===== src/rtl/img_metadata_header_parser.sv =====
// Receive-side metadata header parser: gathers four 12-bit dozens after an image,
// rebuilds the 48-bit metadata word and presents it over a valid/ack handshake.
module img_metadata_header_parser #(
  parameter int GAP_MAX = 15,
  parameter int GAP_W   = 8
) (
  input  logic        sysClk,
  input  logic        reset,
  input  logic        header_start,
  input  logic [11:0] dozen_in,
  input  logic        dozen_in_valid,
  input  logic        meta_ack,
  output logic [1:0]  compression,
  output logic        rgb,
  output logic        cam_id,
  output logic [27:0] timestamp,
  output logic [15:0] trigger_index,
  output logic        meta_valid,
  output logic        hdr_timeout,
  output logic        hdr_overrun,
  output logic        stray_dozen
);

  localparam logic [0:0] IDLE    = 1'b0;
  localparam logic [0:0] COLLECT = 1'b1;
  localparam logic [GAP_W-1:0] GAP_LIMIT = GAP_W'(GAP_MAX);

  logic [0:0]       state;
  logic [2:0]       count;
  logic [GAP_W-1:0] gap;
  logic [GAP_W-1:0] gap_inc;
  logic [35:0]      shift;
  logic [47:0]      meta;

  assign gap_inc = gap + 1'b1;

  assign compression   = meta[47:46];
  assign rgb           = meta[45];
  assign cam_id        = meta[44];
  assign timestamp     = meta[43:16];
  assign trigger_index = meta[15:0];

  always_ff @(posedge sysClk or posedge reset) begin
    if (reset) begin
      state       <= IDLE;
      count       <= 3'd0;
      gap         <= '0;
      shift       <= '0;
      meta        <= '0;
      meta_valid  <= 1'b0;
      hdr_timeout <= 1'b0;
      hdr_overrun <= 1'b0;
      stray_dozen <= 1'b0;
    end else begin
      hdr_timeout <= 1'b0;
      hdr_overrun <= 1'b0;
      stray_dozen <= 1'b0;
      if (meta_valid && meta_ack) begin
        meta_valid <= 1'b0;
      end

      // header_start always (re)opens a header; a dozen in the same cycle is dozen 0
      if (header_start) begin
        state <= COLLECT;
        gap   <= '0;
        count <= dozen_in_valid ? 3'd1 : 3'd0;
        shift <= dozen_in_valid ? {24'd0, dozen_in} : 36'd0;
      end else if (state == IDLE) begin
        if (dozen_in_valid) begin
          stray_dozen <= 1'b1;
        end
      end else if (dozen_in_valid) begin
        gap <= '0;
        if (count == 3'd3) begin
          state       <= IDLE;
          count       <= 3'd0;
          shift       <= '0;
          meta        <= {shift, dozen_in};
          meta_valid  <= 1'b1;
          // an ack landing on the publish cycle retires the old word cleanly
          hdr_overrun <= meta_valid && !meta_ack;
        end else begin
          count <= count + 3'd1;
          shift <= {shift[23:0], dozen_in};
        end
      end else if (gap_inc == GAP_LIMIT) begin
        hdr_timeout <= 1'b1;
        state       <= IDLE;
        gap         <= GAP_LIMIT;
        count       <= 3'd0;
        shift       <= '0;
      end else begin
        gap <= gap_inc;
      end
    end
  end

endmodule


===== config.mk =====
export PLATFORM = sky130hd
export DESIGN_NAME = img_metadata_header_parser
export DESIGN_NICKNAME = d
export VERILOG_FILES = /design/src/rtl/img_metadata_header_parser.sv
export SDC_FILE = /design/constraint.sdc
export NUM_CORES = 1
export LEC_CHECK = 0
export CORE_MARGIN = 8
export CORE_UTILIZATION = 40
export DETAILED_ROUTE_END_ITERATION = 12
export GPL_ROUTABILITY_DRIVEN = 0
export PLACE_DENSITY = 0.7
export SYNTH_ARGS = -nofsm -noshare
export SYNTH_HDL_FRONTEND = slang
export SYNTH_SLANG_ARGS = --single-unit

===== constraint.sdc =====
create_clock -name sysClk -period 4.9 [get_ports sysClk]
set_input_delay 1.225 -clock sysClk [delete_from_list [all_inputs] [get_ports sysClk]]
set_output_delay 1.225 -clock sysClk [all_outputs]
set_load 0.05 [all_outputs]

==> reports/results.ini, run 1 <==
[critical_path]
r2r_cells=6
cp-start-kind=input pin
r2r_setup_slack_ns=2.30
r2r_start=gap[0]
cp.required_ns=5.15
worstSetupPathType=input pin to flip-flop
critPathTopFamily=buffers and inverters
r2r-end=shift[3]
critPathArrivalTime_ns=3.20
worst-path-buf-inv=2
cp-end-kind=flip-flop
path_cells=clkdlybuf4s50_1, nand2_1, nor3b_2, buf_4, mux2_2
cp_slowest_cell=clkdlybuf4s50_1
cp_max_fo=50
critical_path.max_stage_delay_ns=0.60
startpoint=dozen_in_valid

[cts]
clk_pin_slew_ns=0.10
tritoncts=built
hold_buffers=0
cts_root_buf=clkbuf_8
clock_path_buffers=2
cts_buffers=9
ctsResizeCount=0
clkSinkCount=100
clock_latency_ns=0.37
cts_setup_buffers=0
ctsHtreeMaxLevel=3

[floorplanning]
rows=36
start_util_pct=40.9
die_h_um=116
dieArea_um2=13300
pin_count=69
core-area_um2=9680
die_w_um=116

[detailed_routing]
wirelength_mm=8.22
ant_nets=0
post_drt_wl_per_cell_um=17.0
drt_iter0_markers=91
vias_per_cell=5.27
first_pass_iters=4
drc=0
routed-via-count=2547

[status]
outcome=finished clean

[sta]
fmax_ghz=0.338
rsz0062_at_grt=false
final.setup.worst_slack_ns=1.94
fin_skew_ns=0.0168
setup_viol=0
finalHoldViolations=0
fin_crit_ns=2.96
slew_violations=0
tightestPinTransition_ns=1.09
period_share_pct=60.3
relSlewSlack_pct=27.3
tns_ns=0

[global_route]
grt_overflow=0
grt_pass1_vias=2623
grt_pass1_wl_mm=13.7
antenna_found_initial=0
grt_max_degree=88
track_usage_pct=12.9

[finish]
layout_commonest_cell=dfrtp_1
fin_nets=365
final_util_pct=51.2
syn_to_final_growth_pct=25.1
antenna_cells=0
drive_above_1_share_pct=21.7
fin_area_um2=4950
final_cell_mix=dfrtp_1 (100), clkdlybuf4s50_1 (68), mux2_2 (48)

[placement]
dp_hpwl_mm=5.63
dpl_cell_area_um2=4750
io_buffers=68
place_ws_ns=1.54

[synth]
synth_area_um2=3960
yosys-top-cells-area=dfrtp_1 (63%), mux2_2 (14%), a22o_1 (8.2%)
yosysSeqAreaShare_pct=63.2
syn_nets=299
avgSynthCellArea_um2=14.2
syn_inst=279
ys_async_sr_fraction_pct=100
synth_flop_cell=dfrtp_1
synth_edf_count=0
synth_top_area_cell=dfrtp_1
yosys.area.top_type_share_pct=63.2
netlist-cell-type-count=39
yosys_warnings=0
ys_seq_elements=100

[power]
irDropWorstVdd_mv=0.338
p_leak_uw=0.00225
p_per_area_nw_per_um2=504

[flow_run]
maxCapViolCount=0

[worst_hold_path]
whs_endpoint=shift[26]
hold_path_class=flip-flop to flip-flop
hold_start=shift[26]
hold_depth=1

[stage by stage]
step           power, uW  hold WS [ns]  instances
4_1_cts             2530         0.511        483
3_5_place_dp        2010         0.482        467
6_report            2500         0.504        483
3_3_place_gp        2000         0.476        467
5_1_grt             2620         0.524        483
2_1_floorplan       1680         0.461        279
[kinds of logic (layout without fill, tap and decap cells)]
logic type	count (synthesis)	in the layout	synth area share, %
compound gates	67	67	13.7
xor+xnor	2	2	0.442
fa+ha+maj	3	3	0.948
buf+inv	19	90	2.62
flops	100	100	63.2
mux	48	48	13.6
simple gates	40	40	5.50
[state kept, by name, summed over array words and instances, names as in the netlist]
signal	cells
meta_valid	1
stray_dozen	1
shift	36
hdr_timeout	1
gap	8
count	3
hdr_overrun	1
state	1
meta	48
[how the worst max path moves through the flow]
stage	to	cells after the start
after floorplan	count[0]	1
after global placement	meta[13]	5
after detailed placement	meta[43]	5
after CTS	meta[15]	5
after global routing	meta[9]	5
final	meta[35]	5
[final cells by class]
type,count,area (um2)
timing repair buffer,71,703
inverter,3,13.8
multi-input combinational,160,1370
tap,133,166
sequential,100,2500
clock buffer,9,124
clock inverter,7,80.1
fill,835,4730
[power breakdown]
group / internal [uW] / total (uW) / leakage, uW / switching, uW
sequential: 974 / 1070 / 0.00133 / 95.0
combinational: 330 / 916 / 0.000817 / 586
clock: 203 / 513 / 0.0000994 / 310
[layer usage]
metal  track usage [%]  routed length [um]
met1              16.9                3760
met2              19.1                3710
met3              3.54                 563
met4              6.83                 181
met5                 0                   0
[synthesized netlist by cell type, types with 2 or more instances]
cell type and count:
nand2b_1 3, buf_6 3, xnor2_1 2, o31ai_1 4, dfrtp_1 100, buf_2 7, o21ai_0 11, a22o_1 37
inv_1 3, mux2_2 48, clkbuf_1 5, nand2_1 11, nor3_1 3, nor2_1 7, a21oi_1 4, nor2b_1 4
and3_1 2, nand3_1 2, ha_1 3
Note: power is estimated with default switching activity, not from simulation.
==> run 2, diff against run 1 <==
==> constraint.sdc (replaced) <==
create_clock -name sysClk -period 2.8 [get_ports sysClk]
set_input_delay 0.7 -clock sysClk [delete_from_list [all_inputs] [get_ports sysClk]]
set_output_delay 0.7 -clock sysClk [all_outputs]
set_load 0.05 [all_outputs]
==> reports/results.ini, run 2 (synthesized netlist as in run 1, its figures left out) <==
[power]
internal_power_uw=2640  ; +75%
p_leak_uw=0.00226  ; +0.83%
power_uw=4370  ; +75%
irDropWorstVdd_mv=0.531  ; +57%
power_switching_share_pct=39.6  ; -0.063 points
p_switching_uw=1730  ; +75%
pwr-share-clk_pct=20.4  ; about the same
p_per_area_nw_per_um2=874  ; +73%
p_comb_share_pct=37.0  ; +0.3 points
seqPwrFrac_pct=42.7  ; about the same

[floorplanning]
die_w_um=116  ; unchanged
core-area_um2=9680  ; unchanged
start_util_pct=40.9  ; unchanged
die_h_um=116  ; unchanged
dieArea_um2=13300  ; unchanged
pin_count=69  ; unchanged
rows=36  ; unchanged

[cts]
cts_setup_buffers=0  ; unchanged
clock_path_buffers=2  ; unchanged
tritoncts=built
ctsResizeCount=0  ; unchanged
cts_root_buf=clkbuf_8
clkSinkCount=100  ; unchanged
clock_latency_ns=0.37  ; about the same
cts_buffers=9  ; unchanged
ctsHtreeMaxLevel=3  ; unchanged
clk_pin_slew_ns=0.10  ; about the same
hold_buffers=0  ; unchanged

[detailed_routing]
routed-via-count=2519  ; -1.1%
post_drt_wl_per_cell_um=16.7  ; -1.9%
vias_per_cell=5.17  ; -1.9%
drc=0  ; unchanged
drt_iter0_markers=100  ; +9.9%
first_pass_iters=4  ; unchanged
ant_nets=0  ; unchanged
wirelength_mm=8.13  ; -1.1%

[finish]
drive_above_1_share_pct=22.6  ; +0.88 points
syn_to_final_growth_pct=26.1
fin_nets=369  ; +1.1%
antenna_cells=0  ; unchanged
final_cell_mix=dfrtp_1 (100), clkdlybuf4s50_1 (68), mux2_2 (48)
largest_register_ffs=48  ; unchanged
largestRegisters=meta x48, shift x36, gap x8
layout_commonest_cell=dfrtp_1
regMostFlops=meta

[sta]
slew_violations=0  ; unchanged
holdWs_ns=0.507  ; +0.00348 ns
fmax_ghz=0.399
relSlewSlack_pct=32.6  ; +5.3 points
rsz0062_at_grt=false
tns_ns=0  ; unchanged
fin_skew_ns=0.0124  ; -0.00440 ns
setup_viol=0  ; unchanged
tightestPinTransition_ns=1.01  ; -0.0790 ns
period_share_pct=89.6
finalHoldViolations=0  ; unchanged
final.setup.worst_slack_ns=0.292  ; -1.65 ns
fin_crit_ns=2.51

[critical_path]
cp.required_ns=3.10  ; -2.05 ns
critPathArrivalTime_ns=2.81  ; -0.39 ns
critical_path.max_stage_delay_ns=0.81  ; +0.21 ns
cp-start-kind=flip-flop
cp-end-kind=flip-flop
r2r_setup_slack_ns=0.29  ; -2.01 ns
cp_slowest_cell=a31oi_4
path_cells=ha_1, nand3_1, o21ai_1, a22o_4, a31oi_4, a22o_1
cp_max_fo=37  ; -26%
worstSetupPathType=flip-flop to flip-flop

[flow_run]
maxCapViolCount=0  ; unchanged

[placement]
place_ws_ns=0.247  ; -1.30 ns
dp_hpwl_mm=5.48  ; -2.8%
io_buffers=68  ; unchanged

[global_route]
grt_pass1_vias=2484  ; -5.3%
grt_max_degree=59  ; -33%
grt_pass1_wl_mm=13.2  ; -3.7%
track_usage_pct=12.7  ; -0.26 points
antenna_found_initial=0  ; unchanged
grt_overflow=0  ; unchanged

[status]
outcome=finished clean

[worst_hold_path]
hold_path_class=flip-flop to flip-flop

==> run 2: changes by cell type in the layout (fill, tap and decap cells not counted), sizes merged <==
cell,change
inv,+1
clkinvlp,+1
clkinv,-2
buf,+4
==> run 2: worst paths after layout <==
| path | start | endpoint | cells after the start |
|---|---|---|---|
| worst max-delay path | gap[0] | shift[2] | 6 |
| worst min-delay path | shift[29] | shift[29] | 1 |
| worst max register to register | gap[0] | shift[2] | 6 |
| worst min register to register | shift[29] | shift[29] | 1 |
| max in group asynchronous | reset | meta[14] | 3 |
| min in group asynchronous | reset | meta[43] | 2 |
==> run 2: per-layer routing <==
metal  GRT usage (%)  share of wire, %
met5               0                 0
met4            4.99               1.5
met1            17.1                47
met3            4.33               7.7
met2            18.3                44
==> run 2: power groups by stage <==
stage               clock (uW)  sequential (uW)  combinational (uW)
finish                     889             1860                1610
global route               975             1900                1690
CTS                        922             1870                1640
detailed placement           0             1900                1630
global placement             0             1890                1610
floorplan                    0             2610                 321
==> run 2: critical path: cells and delay by family, from the launching register on <==
kind,cells,cell delay [ns]
AO/OA/AOI/OAI,4,1.49
adder cells (fa/ha/maj),1,0.30
flip-flops,1,0.45
AND/OR/NAND/NOR,1,0.19
==> run 2: stage by stage <==
stage / instance area [um2] / utilization (%) / instances
6_report: 4990 / 51.6 / 487
5_1_grt: 4990 / 51.6 / 487
4_1_cts: 4990 / 51.6 / 487
3_5_place_dp: 4810 / 49.6 / 471
3_3_place_gp: 4810 / 49.6 / 471
2_1_floorplan: 3970 / - / 279
==> run 2: final cells by class <==
| class | instances | area, um2 |
|---|---|---|
| fill | 828 | 4690 |
| clock inverter | 7 | 63.8 |
| clock buffer | 9 | 124 |
| multi-input combinational | 160 | 1370 |
| timing repair buffer | 75 | 758 |
| inverter | 3 | 15.0 |
| sequential | 100 | 2500 |
| tap | 133 | 166 |
==> run 3, diff against run 2 <==
--- a/config.mk
+++ b/config.mk
@@ -9,7 +9,8 @@
 export CORE_UTILIZATION = 40
 export DETAILED_ROUTE_END_ITERATION = 12
 export GPL_ROUTABILITY_DRIVEN = 0
-export PLACE_DENSITY = 0.7
+export PLACE_DENSITY_LB_ADDON = 0.08
+export SLEW_MARGIN = 0
 export SYNTH_ARGS = -nofsm -noshare
 export SYNTH_HDL_FRONTEND = slang
 export SYNTH_SLANG_ARGS = --single-unit
==> reports/results.ini, run 3 (synthesized netlist as in run 1, its figures left out) <==
[floorplanning]
start_util_pct=40.9  ; unchanged
core-area_um2=9680  ; unchanged
rows=36  ; unchanged
die_h_um=116  ; unchanged
pin_count=69  ; unchanged
die_w_um=116  ; unchanged
dieArea_um2=13300  ; unchanged

[critical_path]
critPathArrivalTime_ns=1.55  ; -1.26 ns
r2r_start=gap[1]
r2r-end=shift[11]
worst-path-buf-inv=1  ; +1
path_cells=clkdlybuf4s50_1
critical_path.max_stage_delay_ns=0.81  ; about the same
cp-end-kind=output port
cp_slowest_cell=clkdlybuf4s50_1
r2r_cells=7  ; +1
cp-start-kind=flip-flop
r2r_setup_slack_ns=0.63  ; +0.34 ns
cp.required_ns=2.10  ; -1.00 ns
cp_max_fo=2  ; -95%
worstSetupPathType=flip-flop to output port
critPathTopFamily=buffers and inverters
startpoint=meta[26]

[finish]
final_util_pct=51.9  ; +0.32 points
final_cell_mix=dfrtp_1 (100), clkdlybuf4s50_1 (68), mux2_2 (48)
drive_above_1_share_pct=22.4  ; -0.22 points
layout_commonest_cell=dfrtp_1
largestRegisters=meta x48, shift x36, gap x8
antenna_cells=0  ; unchanged
syn_to_final_growth_pct=26.9
largest_register_ffs=48  ; unchanged
final_cells=486  ; -0.21%
fin_nets=368  ; -0.27%
regMostFlops=meta

[global_route]
grt_pass1_wl_mm=13.4  ; +1.7%
grt_max_degree=101  ; +71%
grt_overflow=0  ; unchanged
track_usage_pct=12.8  ; +0.12 points
antenna_found_initial=0  ; unchanged
grt_pass1_vias=2524  ; +1.6%

[worst_hold_path]
hold_depth=1  ; unchanged
hold_path_class=flip-flop to flip-flop
whs_endpoint=shift[27]
hold_start=shift[27]

[cts]
cts_buffers=9  ; unchanged
ctsResizeCount=0  ; unchanged
cts_setup_buffers=0  ; unchanged
clkSinkCount=100  ; unchanged
clock_latency_ns=0.35  ; -0.02 ns
clock_path_buffers=2  ; unchanged
clk_pin_slew_ns=0.11  ; about the same
ctsHtreeMaxLevel=3  ; unchanged
tritoncts=built
cts_root_buf=clkbuf_8
hold_buffers=0  ; unchanged

[sta]
rsz0062_at_grt=false
slew_violations=0  ; unchanged
holdWs_ns=0.508  ; +0.00125 ns
fin_skew_ns=0.0168  ; +0.00437 ns
relSlewSlack_pct=61.4  ; +29 points
period_share_pct=80.5  ; -9.1 points
setup_viol=0  ; unchanged
tns_ns=0  ; unchanged
final.setup.worst_slack_ns=0.546  ; +0.254 ns
fmax_ghz=0.444  ; +11%
tightestPinTransition_ns=0.576  ; -0.435 ns
finalHoldViolations=0  ; unchanged
fin_crit_ns=2.25  ; -0.254 ns

[detailed_routing]
wirelength_mm=8.27  ; +1.7%
ant_nets=0  ; unchanged
post_drt_wl_per_cell_um=17.0  ; +2.0%
vias_per_cell=5.14  ; -0.71%
routed-via-count=2496  ; -0.91%
first_pass_iters=4  ; unchanged
drc=0  ; unchanged
drt_iter0_markers=135  ; +35%

[flow_run]
maxCapViolCount=0  ; unchanged

[power]
p_per_area_nw_per_um2=884  ; +1.1%
pwr-share-clk_pct=21.8  ; +1.4 points
p_comb_share_pct=36.3  ; -0.7 points
p_leak_uw=0.00228  ; +0.57%
internal_power_uw=2750  ; +4.2%
power_switching_share_pct=38.2  ; -1.5 points
seqPwrFrac_pct=41.9  ; -0.8 points
p_switching_uw=1700  ; -2.0%
irDropWorstVdd_mv=0.479  ; -9.8%

[placement]
dp_hpwl_mm=5.29  ; -3.3%
place_ws_ns=0.374  ; +0.128 ns
dp_cells=470  ; -0.21%
io_buffers=68  ; unchanged

[status]
outcome=finished clean

==> run 3: changes by cell type in the layout (fill, tap and decap cells not counted), sizes merged <==
cell      before  now
clkinvlp       2    1
clkbuf         9   10
bufinv         0    1
inv            7    6
buf            7    6
==> run 3: how the worst max path moves through the flow <==
| stage | depth (start not counted) | slack [ns] | end |
|---|---|---|---|
| 6_report | 1 | 0.55 | timestamp[10] |
| 5_1_grt | 1 | 0.49 | trigger_index[15] |
| 4_1_cts | 1 | 0.51 | timestamp[10] |
| 3_5_place_dp | 5 | 0.37 | meta[45] |
| 3_3_place_gp | 5 | 0.41 | meta[12] |
| 2_1_floorplan | 5 | 0.80 | meta[10] |
==> run 3: area by class of cell <==
cell class,count,area (um2)
Timing Repair Buffer,74,763
Clock buffer,10,138
Inverter,3,15.0
Tap cell,133,166
Multi-Input combinational cell,160,1370
Fill cell,865,4660
Clock inverter,6,76.3
Sequential cell,100,2500
==> run 3: per-stage QoR <==
step / power [uW] / instance area [um2]
CTS: 4520 / 5030
global placement: 3510 / 4810
detailed placement: 3520 / 4810
global route: 4670 / 5030
finish: 4440 / 5030
floorplan: 2940 / 3970
==> run 3: power groups by stage <==
stage	clock network, uW	logic, uW	registers [uW]
detailed placement	0	1630	1890
floorplan	0	321	2610
global route	1080	1680	1900
global placement	0	1620	1890
CTS	1020	1640	1860
finish	971	1610	1860
==> run 3: metal layers <==
metal,track usage [%],part of all wire [%],up-vias
li1,-,-,1164
met1,18.9,50,1279
met2,17.1,43,49
met3,3.60,5.4,4
met4,4.99,0.65,0
met5,0,0,-
